===== config.mk =====
export PLATFORM = sky130hd
export DESIGN_NAME = wload_ctrl
export DESIGN_NICKNAME = d
export VERILOG_FILES = /design/src/rtl/wload_pkg.sv /design/src/rtl/wload_ctrl.sv
export SDC_FILE = /design/constraint.sdc
export NUM_CORES = 1
export LEC_CHECK = 0
export BUFFER_PORTS_ARGS = -buffer_cell sky130_fd_sc_hd__buf_2
export CORE_AREA = 2 2 52 54
export DETAILED_ROUTE_END_ITERATION = 16
export DIE_AREA = 0 0 54 56
export PLACE_DENSITY = 0.74
export SYNTH_ARGS = -nofsm -noshare
export SYNTH_HDL_FRONTEND = slang
export SYNTH_SLANG_ARGS = --single-unit

===== constraint.sdc =====
create_clock -name clk -period 1.6 [get_ports clk]
set_input_delay 0.08 -clock clk [delete_from_list [all_inputs] [get_ports clk]]
set_output_delay 0.08 -clock clk [all_outputs]
set_load 0.03 [all_outputs]

===== src/rtl/wload_pkg.sv =====
`default_nettype none
// ============================================================================
// Module   : wload_pkg
// Brief    : State encoding and sizing helper for the weight-preload controller.
// Revision : 1.0
// ============================================================================
package wload_pkg;

    typedef enum logic [1:0] {
        IDLE = 2'd0,
        LOAD = 2'd1,
        DONE = 2'd2
    } wload_state_t;

    // Counter width able to hold 0..depth
    function automatic int cnt_w(input int depth);
        return $clog2(depth + 1);
    endfunction

endpackage
`default_nettype wire


===== src/rtl/wload_ctrl.sv =====
`default_nettype none
// ============================================================================
// Module   : wload_ctrl
// Brief    : Writer end of the wreg chain: clears it, shifts DEPTH words in,
//            then pulses done. All chain-bus outputs come straight from flops.
// Revision : 1.0
// ============================================================================
module wload_ctrl
    import wload_pkg::*;
#(
    parameter int WIDTH = 16,
    parameter int DEPTH = 8
) (
    input  logic             clk,
    input  logic             rst,
    input  logic             i_start,
    input  logic             i_abort,
    input  logic             i_valid,
    output logic             o_ready,
    input  logic [WIDTH-1:0] i_data,
    output logic             o_en,
    output logic             o_clr,
    output logic [WIDTH-1:0] o_data,
    output logic             o_busy,
    output logic             o_done
);

    localparam int               c_CNT_W = cnt_w(DEPTH);
    localparam logic [c_CNT_W-1:0] c_LAST  = c_CNT_W'(DEPTH - 1);

    wload_state_t         r_state;
    logic [c_CNT_W-1:0]   r_cnt;
    logic                 r_en;
    logic                 r_clr;
    logic [WIDTH-1:0]     r_data;
    logic                 r_done;

    wload_state_t         w_state;
    logic [c_CNT_W-1:0]   w_cnt;
    logic                 w_en;
    logic                 w_clr;
    logic [WIDTH-1:0]     w_data;
    logic                 w_done;
    logic                 w_accept;

    assign o_ready  = (r_state == LOAD) & ~i_abort;
    assign o_busy   = (r_state != IDLE);
    assign w_accept = (r_state == LOAD) & i_valid & o_ready;

    assign o_en   = r_en;
    assign o_clr  = r_clr;
    assign o_data = r_data;
    assign o_done = r_done;

    always_comb begin
        w_state = r_state;
        w_cnt   = r_cnt;
        w_en    = 1'b0;
        w_clr   = 1'b0;
        w_data  = r_data;
        w_done  = 1'b0;

        // Abort overrides start and accept in every state
        if (i_abort) begin
            w_state = IDLE;
            w_cnt   = '0;
            w_clr   = 1'b1;
        end else begin
            case (r_state)
                IDLE: begin
                    if (i_start) begin
                        w_state = LOAD;
                        w_cnt   = '0;
                        w_clr   = 1'b1;
                    end
                end
                LOAD: begin
                    if (w_accept) begin
                        w_data = i_data;
                        w_en   = 1'b1;
                        w_cnt  = r_cnt + c_CNT_W'(1);
                        if (r_cnt == c_LAST) begin
                            w_state = DONE;
                        end
                    end
                end
                DONE: begin
                    w_done  = 1'b1;
                    w_state = IDLE;
                end
                default: begin
                    w_state = IDLE;
                end
            endcase
        end
    end

    always_ff @(posedge clk or posedge rst) begin
        if (rst) begin
            r_state <= IDLE;
            r_cnt   <= '0;
            r_en    <= 1'b0;
            r_clr   <= 1'b0;
            r_data  <= '0;
            r_done  <= 1'b0;
        end else begin
            r_state <= w_state;
            r_cnt   <= w_cnt;
            r_en    <= w_en;
            r_clr   <= w_clr;
            r_data  <= w_data;
            r_done  <= w_done;
        end
    end

endmodule
`default_nettype wire


==> impl_table.tex, run 1 <==
\begin{tabular}{lr}
\hline
Metric & Value \\
\hline
\multicolumn{2}{l}{\textbf{Synth}} \\
\quad Post-synthesis cell count & between 70 and 80 \\
\quad Count leader, synth & sky130\_fd\_sc\_hd\_\_dfrtp\_1 \\
\quad Register area share after synthesis & 0.5695 \\
\quad Yosys top cell area share & 0.5695 \\
\quad Number of warning messages in the yosys log & 0 \\
\quad Leading cell types by total area after synthesis & sky130\_fd\_sc\_hd\_\_dfrtp\_1 57\%, sky130\_fd\_sc\_hd\_\_mux2\_4 11\%, sky130\_fd\_sc\_hd\_\_mux2\_2 8.2\% \\
\quad Post-synthesis sequential element count & 25 \\
\quad Number of different library cells in the post-synthesis netlist & 25 \\
\quad Most used standard cells in the synthesized netlist & 25 x sky130\_fd\_sc\_hd\_\_dfrtp\_1, 8 x sky130\_fd\_sc\_hd\_\_mux2\_2, 8 x sky130\_fd\_sc\_hd\_\_mux2\_4 \\
\quad Dominant cell type by area after synthesis & sky130\_fd\_sc\_hd\_\_dfrtp\_1 \\
\quad Synthesized cell area & between 1000 and 1500 um\^{}2 \\
\quad Most used flip-flop cell after synthesis & sky130\_fd\_sc\_hd\_\_dfrtp\_1 \\
\quad Post-Synthesis Net Count & 100 \\
\quad Number of synthesized flops with an enable pin & 0 \\
\quad Synth async-reset ratio & 1.000 \\
\quad Avg Inst Size Synth & 14.08 um\^{}2 \\
\multicolumn{2}{l}{\textbf{Timing}} \\
\quad Clock skew & roughly 3.5 ps \\
\quad Maximum frequency from static timing analysis & 671.7 MHz \\
\quad Final setup violation count & 0 \\
\quad Setup repair after global routing missed its margin & no \\
\quad Crit share post-route & 0.9305 \\
\quad Final critical-path setup slack & 111.2 ps \\
\quad Clock period minus worst slack & 1489 ps \\
\quad Total count of hold-check failures in the final report & 0 \\
\quad Relative slew slack & 0.8008 \\
\quad Slew at the pin closest to its max-slew limit & $\sim$290 ps \\
\quad Number of pins exceeding their max-slew limit in the final report & 0 \\
\multicolumn{2}{l}{\textbf{GRT}} \\
\quad Maximum number of pins on one net before global-route repair & 26 \\
\quad Antenna violations before repair & 0 \\
\quad Number of global-route vias before repair & 830 \\
\quad Combined global-route utilization of all metal layers & 0.1622 \\
\quad Total overflow reported by the global router & 0 \\
\quad Wire length of the first global-routing pass & 3663 um \\
\multicolumn{2}{l}{\textbf{Clock network}} \\
\quad Sinks on Clock Net & 25 \\
\quad CTS tree & yes \\
\quad Clock-pin slew on the worst setup and hold paths & 140 ps \\
\quad Buffer levels on the longest clock path & 2 \\
\quad Maximum level of the CTS H-tree & 1 \\
\quad Cell at the root of the clock tree & sky130\_fd\_sc\_hd\_\_clkbuf\_4 \\
\quad Postcts setup bufs & 0 \\
\quad Clock buffer count from CTS & 3 \\
\quad Source-to-sink clock delay at the later pin of the worst-skew pair & between 300 and 400 ps \\
\quad CTS resizes & 0 \\
\multicolumn{2}{l}{\textbf{Critical path}} \\
\quad Terminus of the critical flop-to-flop path & o\_data[10] \\
\quad Worst-case register-to-register setup slack & 110 ps \\
\quad Launch point of the critical path & r\_state[1] \\
\quad CP Capture Point & o\_data[10] \\
\quad Start-to-end type of the worst setup path & flip-flop to flip-flop \\
\quad Category of the worst setup path launch point & flip-flop \\
\quad Cell count of the worst reg-to-reg path & 3 \\
\quad Kind of end point of the critical path & flip-flop \\
\quad Maximum fanout encountered on the critical timing path & 18 \\
\quad Launch instance of the worst register-to-register path & r\_state[1] \\
\quad WP data arrival & 1700 ps \\
\quad Worst endpoint required time & 1810 ps \\
\multicolumn{2}{l}{\textbf{Floorplan}} \\
\quad Number of core rows & 18 \\
\quad Die width & 54 um \\
\quad Die area & 3024 um\^{}2 \\
\quad Num ports & 42 \\
\quad Initial core utilization & 0.4516 \\
\quad Area of the core region & about 2400 um\^{}2 \\
\quad Die span in y & 56 um \\
\multicolumn{2}{l}{\textbf{Layout}} \\
\quad Synthesis-to-layout area growth & 37.24\% \\
\quad Number of fill cells & between 150 and 200 \\
\quad Fraction of final layout cells sized beyond drive strength 1 & 0.4783 \\
\quad Fin util & 0.6199 \\
\quad NumNets Final & 161 \\
\quad Antenna fix cells & 0 \\
\multicolumn{2}{l}{\textbf{Drt}} \\
\quad Wire per inst & 13.11 um \\
\quad Number of search-and-repair iterations in the first detailed-routing pass & 4 \\
\quad Final routed DRC violation total & 0 \\
\quad Number of nets with antenna violations after detailed routing & 0 \\
\quad Routed wire length & around 2200 um \\
\quad Per-cell via count in the routed design & roughly 4.8 \\
\quad Initial DRC Count & 4 \\
\quad Vias & 814 \\
\multicolumn{2}{l}{\textbf{Pwr}} \\
\quad Power density normalized to cell area & 1058 nW/um\^{}2 \\
\quad Worst voltage drop across the vdd grid & 647.2 uV \\
\quad Leak pwr & 0.7324 nW \\
\multicolumn{2}{l}{\textbf{Placement}} \\
\quad Worst setup slack after placement & between 100 and 150 ps \\
\quad DP HPWL & 1586 um \\
\quad \# port buffers & 41 \\
\quad Routability Congestion & 0.7915 \\
\multicolumn{2}{l}{\textbf{Min path}} \\
\quad Kind of path behind the tightest hold check & input pin to flip-flop \\
\multicolumn{2}{l}{\textbf{Run status}} \\
\quad Status & completed \\
\multicolumn{2}{l}{\textbf{Job}} \\
\quad Reported max-cap violation count & 0 \\
\hline
\end{tabular}
## critical path, stage by stage, from the launching register on
cell,delay (ps)
sky130_fd_sc_hd__dfrtp_1,430
sky130_fd_sc_hd__nor3b_4,230
sky130_fd_sc_hd__and2_4,350
sky130_fd_sc_hd__mux2_2,380
## flip-flops by register name, indices dropped and copies added, names as in the netlist
signal and cells:
o_clr 1, o_data 16, o_done 1, o_en 1, r_cnt 4, r_state 2
## worst min-delay path by stage
stage / startpoint / to / slack [ps] / cells after the start
final: i_data[10] / o_data[10] / 10 / 2
after global routing: i_data[10] / o_data[10] / 2 / 2
after CTS: i_data[10] / o_data[10] / 10 / 2
after detailed placement: rst / o_data[10] / 140 / 3
after global placement: rst / o_data[7] / 140 / 3
after floorplan: rst / o_clr / 110 / 1
## layout by cell type, fill, tap and decap left out
master	instances
sky130_fd_sc_hd__a21boi_0	1
sky130_fd_sc_hd__a21o_1	1
sky130_fd_sc_hd__a21oi_1	3
sky130_fd_sc_hd__and2_4	1
sky130_fd_sc_hd__buf_2	41
sky130_fd_sc_hd__buf_4	3
sky130_fd_sc_hd__clkbuf_4	3
sky130_fd_sc_hd__clkinvlp_4	1
sky130_fd_sc_hd__dfrtp_1	25
sky130_fd_sc_hd__dlygate4sd3_1	16
sky130_fd_sc_hd__ha_1	1
sky130_fd_sc_hd__inv_1	2
sky130_fd_sc_hd__mux2_2	8
sky130_fd_sc_hd__mux2_4	8
sky130_fd_sc_hd__mux2i_1	1
sky130_fd_sc_hd__nand2_1	2
sky130_fd_sc_hd__nand3_1	1
sky130_fd_sc_hd__nand3b_1	1
sky130_fd_sc_hd__nor2_1	3
sky130_fd_sc_hd__nor2b_1	3
sky130_fd_sc_hd__nor3b_1	2
sky130_fd_sc_hd__nor3b_4	1
sky130_fd_sc_hd__nor4_1	1
sky130_fd_sc_hd__nor4bb_1	1
sky130_fd_sc_hd__o21ai_0	5
sky130_fd_sc_hd__o31ai_1	2
sky130_fd_sc_hd__or4_1	1
## metrics by stage
step	power, mW	cells	TNS (ps)	hold slack [ps]	instance area, um^2
floorplan	1.145	78	-899.7	107.3	1099
global placement	1.286	148	0	137.3	1318
detailed placement	1.303	148	0	144.2	1318
CTS	1.618	168	0	10.40	1508
global route	1.685	168	0	2.229	1508
finish	1.595	168	0	13.36	1508
## area by class of cell
type	instances	area, um^2	area share
repair buffers	60	387.9	0.2573
flip-flops and latches	25	625.6	0.4149
clock inverters	1	7.507	0.004979
clock buffers	3	22.52	0.01494
multi-input cells	47	419.2	0.2780
well taps	30	37.54	0.02490
inverters	2	7.507	0.004979
## timing repair
item                                    in CTS  in global routing
endpoints found under the hold margin       40                  0
hold buffers                                16                  0
endpoints found under the setup margin       0                  0
## per-layer routing
layer / track usage / routed length (um) / vias to the layer above
li1: - / - / 393
met1: 0.1907 / 935 / 395
met2: 0.2944 / 1151 / 22
met3: 0.02419 / 91 / 4
met4: 0.04286 / 25 / 0
met5: 0 / 0 / -
## power breakdown
group / switching, mW / internal [mW]
Clock: 0.185 / 0.0952
Combinational: 0.313 / 0.221
Sequential: 0.0512 / 0.729
## cell families (layout without fill, tap and decap cells)
kind of cell | after synthesis | count (layout) | synth area share
AO/OA/AOI/OAI | 12 | 12 | 0.06377
adder cells (fa/ha/maj) | 1 | 1 | 0.01139
buffers and inverters | 6 | 66 | 0.04897
flip-flops | 25 | 25 | 0.5695
multiplexers | 17 | 17 | 0.2005
AND/OR/NAND/NOR | 17 | 17 | 0.1059
Power figures use the tool's default switching activity.
==> run 2, diff against run 1 <==
--- a/config.mk
+++ b/config.mk
@@ -6,10 +6,10 @@
 export NUM_CORES = 1
 export LEC_CHECK = 0
 export BUFFER_PORTS_ARGS = -buffer_cell sky130_fd_sc_hd__buf_2
-export CORE_AREA = 2 2 52 54
+export CORE_AREA = 2 2 55 57
 export DETAILED_ROUTE_END_ITERATION = 16
-export DIE_AREA = 0 0 54 56
-export PLACE_DENSITY = 0.74
+export DIE_AREA = 0 0 57 59
+export PLACE_DENSITY = 0.7
 export SYNTH_ARGS = -nofsm -noshare
 export SYNTH_HDL_FRONTEND = slang
 export SYNTH_SLANG_ARGS = --single-unit
==> constraint.sdc (replaced) <==
create_clock -name clk -period 1.35 [get_ports clk]
set_input_delay 0.0675 -clock clk [delete_from_list [all_inputs] [get_ports clk]]
set_output_delay 0.0675 -clock clk [all_outputs]
set_load 0.03 [all_outputs]
==> run 2 against run 1 <==
  * The run now ends with negative setup slack left
  * Critical path type unchanged
  * Count of clock-buffer cells in the layout unchanged
  * Die area up 11%
  * Non-clock buffer count rose by 10
  * Global-route usage decreased by 0.18 points
  * Power up 23%
  * Via count rose by 6.3%
  * Fmax is 7.0% higher
  * Cell area increased by 11%
  * Sequential power rose by 19%
  * Setup slack worse by 150 ps
  * Utilization shrank 0.40 points
==> impl_table.tex, run 2 (same netlist as run 1, synthesis figures left out) <==
\begin{tabular}{lr}
\hline
Metric & Value \\
\hline
\multicolumn{2}{l}{\textbf{Run status}} \\
\quad Status & finished, violations left \\
\quad Failing checks & negative setup slack \\
\multicolumn{2}{l}{\textbf{Floorplan}} \\
\quad Number of core rows & 19 \\
\quad Die span in y & 59 um \\
\quad Die area & 3363 um\^{}2 \\
\quad Initial core utilization & 0.4054 \\
\quad Area of the core region & 2710 um\^{}2 \\
\quad Num ports & 42 \\
\quad Die width & 57 um \\
\multicolumn{2}{l}{\textbf{Min path}} \\
\quad Worst Hold Path EP & o\_clr \\
\quad Kind of path behind the tightest hold check & input pin to flip-flop \\
\quad Hold path depth & 2 \\
\quad Critical hold path startpoint & i\_start \\
\multicolumn{2}{l}{\textbf{GRT}} \\
\quad Number of global-route vias before repair & just under 900 \\
\quad Maximum number of pins on one net before global-route repair & 16 \\
\quad Combined global-route utilization of all metal layers & 0.1604 \\
\quad Wire length of the first global-routing pass & between 4000 and 5000 um \\
\quad Antenna violations before repair & 0 \\
\quad Total overflow reported by the global router & 0 \\
\multicolumn{2}{l}{\textbf{Timing}} \\
\quad Slew at the pin closest to its max-slew limit & slightly above 400 ps \\
\quad Clock period minus worst slack & $\sim$1400 ps \\
\quad Relative slew slack & 0.7262 \\
\quad Final setup violation count & 17 \\
\quad Total negative slack & -510.1 ps \\
\quad Final critical-path setup slack & -41.45 ps \\
\quad Total count of hold-check failures in the final report & 0 \\
\quad Clock skew & 5.293 ps \\
\quad Number of pins exceeding their max-slew limit in the final report & 0 \\
\quad Setup repair after global routing missed its margin & yes \\
\quad Crit share post-route & 1.031 \\
\quad Maximum frequency from static timing analysis & 718.7 MHz \\
\multicolumn{2}{l}{\textbf{Placement}} \\
\quad DP HPWL & 1600 um \\
\quad \# port buffers & 41 \\
\quad Routability Congestion & between 0.7 and 0.8 \\
\quad Placed instance area & 1349 um\^{}2 \\
\multicolumn{2}{l}{\textbf{Pwr}} \\
\quad Leak pwr & 0.8168 nW \\
\quad Worst voltage drop across the vdd grid & just over 900 uV \\
\quad Power density normalized to cell area & about 1200 nW/um\^{}2 \\
\multicolumn{2}{l}{\textbf{Critical path}} \\
\quad Category of the worst setup path launch point & flip-flop \\
\quad Launch instance of the worst register-to-register path & r\_state[1] \\
\quad WP data arrival & 1600 ps \\
\quad Worst endpoint required time & around 1600 ps \\
\quad Kind of end point of the critical path & flip-flop \\
\quad Worst-case register-to-register setup slack & -40 ps \\
\quad Maximum fanout encountered on the critical timing path & 9 \\
\quad Terminus of the critical flop-to-flop path & o\_data[0] \\
\quad Start-to-end type of the worst setup path & flip-flop to flip-flop \\
\quad Cell count of the worst reg-to-reg path & 4 \\
\multicolumn{2}{l}{\textbf{Drt}} \\
\quad Per-cell via count in the routed design & 4.832 \\
\quad Final routed DRC violation total & 0 \\
\quad Vias & 865 \\
\quad Routed wire length & $\sim$2500 um \\
\quad Wire per inst & 14.10 um \\
\quad Initial DRC Count & 20 \\
\quad Number of nets with antenna violations after detailed routing & 0 \\
\quad Number of search-and-repair iterations in the first detailed-routing pass & 4 \\
\multicolumn{2}{l}{\textbf{Clock network}} \\
\quad Buffer levels on the longest clock path & 2 \\
\quad Source-to-sink clock delay at the later pin of the worst-skew pair & 310 ps \\
\quad Cell at the root of the clock tree & sky130\_fd\_sc\_hd\_\_clkbuf\_4 \\
\quad CTS tree & yes \\
\quad Sinks on Clock Net & 25 \\
\quad Clock-pin slew on the worst setup and hold paths & 130 ps \\
\quad Maximum level of the CTS H-tree & 1 \\
\quad Clock buffer count from CTS & 3 \\
\multicolumn{2}{l}{\textbf{Layout}} \\
\quad Most frequent cells in the layout & 39 x sky130\_fd\_sc\_hd\_\_buf\_2, 25 x sky130\_fd\_sc\_hd\_\_dfrtp\_1, 17 x sky130\_fd\_sc\_hd\_\_dlygate4sd3\_1, 15 x sky130\_fd\_sc\_hd\_\_mux2\_4, 8 x sky130\_fd\_sc\_hd\_\_buf\_4 \\
\quad Register area & roughly 630 um\^{}2 \\
\quad Number of fill cells & 229 \\
\quad Synthesis-to-layout area growth & 51.94\% \\
\quad Multi-input gate area in the final layout & 456.7 um\^{}2 \\
\quad Antenna fix cells & 0 \\
\quad Most common library cell in the layout ignoring fill and taps & sky130\_fd\_sc\_hd\_\_buf\_2 \\
\quad NumNets Final & 171 \\
\quad Fraction of final layout cells sized beyond drive strength 1 & 0.5270 \\
\quad Post-route standard cell area excluding fillers & 1669 um\^{}2 \\
\quad Flip-flop count of the largest register after layout & 16 \\
\multicolumn{2}{l}{\textbf{Job}} \\
\quad Reported max-cap violation count & 0 \\
\hline
\end{tabular}
[run 2: changes by cell type in the layout (fill, tap and decap cells not counted)]
cell and change:
sky130_fd_sc_hd__buf_2 -2, sky130_fd_sc_hd__mux2_2 -7, sky130_fd_sc_hd__nor2_1 -1, sky130_fd_sc_hd__a21oi_1 -1, sky130_fd_sc_hd__inv_1 -1, sky130_fd_sc_hd__buf_6 +4
sky130_fd_sc_hd__nor2_4 +1, sky130_fd_sc_hd__a21oi_2 +1, sky130_fd_sc_hd__dlygate4sd3_1 +1, sky130_fd_sc_hd__inv_2 +1, sky130_fd_sc_hd__mux2_4 +7, sky130_fd_sc_hd__buf_4 +5
sky130_fd_sc_hd__buf_12 +2
[run 2: power by group]
group	internal (mW)	switching (mW)	total (mW)
combinational	0.320	0.388	0.708
clock	0.113	0.208	0.321
sequential	0.865	0.0640	0.928
[run 2: critical path, cell delays in order, from the launching register on]
cell	delay, ps
sky130_fd_sc_hd__dfrtp_1	440
sky130_fd_sc_hd__nor3b_4	190
sky130_fd_sc_hd__and2_4	210
sky130_fd_sc_hd__buf_12	140
sky130_fd_sc_hd__mux2_4	300
[run 2: worst max-delay path by stage]
stage | from | end | slack (ps) | cells after the start
after CTS | r_state[1] | o_data[14] | -40 | 4
after detailed placement | r_state[1] | o_data[9] | -110 | 3
after global routing | r_state[1] | o_data[4] | -90 | 4
after global placement | r_state[1] | o_data[10] | -50 | 3
after floorplan | r_state[0] | o_data[0] | -350 | 6
final | r_state[1] | o_data[0] | -40 | 4
[run 2: repair_timing]
action,4_1_cts,5_1_grt
endpoints found under the hold margin,26,0
hold buffers,17,0
buffers inserted,3,2
pin swaps,4,2
endpoints found under the setup margin,19,19
resized for setup,15,2
[run 2: layer usage]
metal | wire length (um) | GRT usage
met1 | 1076 | 0.2133
met2 | 1331 | 0.2742
met3 | 100 | 0.02838
met4 | 16 | 0.03987
met5 | 0 | 0
[run 2: stage by stage]
step                setup slack, ps  total power [mW]  instances  hold WS, ps  utilization
floorplan                    -354.9             1.357         78        94.82            -
global placement             -53.92             1.536        153        64.11       0.4977
detailed placement           -114.6             1.551        153        75.98       0.4977
CTS                          -37.50             1.974        177        11.83       0.6076
global route                 -86.05             2.076        179        22.19       0.6159
finish                       -41.45             1.958        179        46.04       0.6159
[run 2: area by class of cell]
class | count | area share
repair buffers | 70 | 0.3058
multi-input cells | 47 | 0.2736
inverters | 2 | 0.004498
clock inverters | 1 | 0.004498
well taps | 31 | 0.02324
flip-flops and latches | 25 | 0.3748
clock buffers | 3 | 0.01349
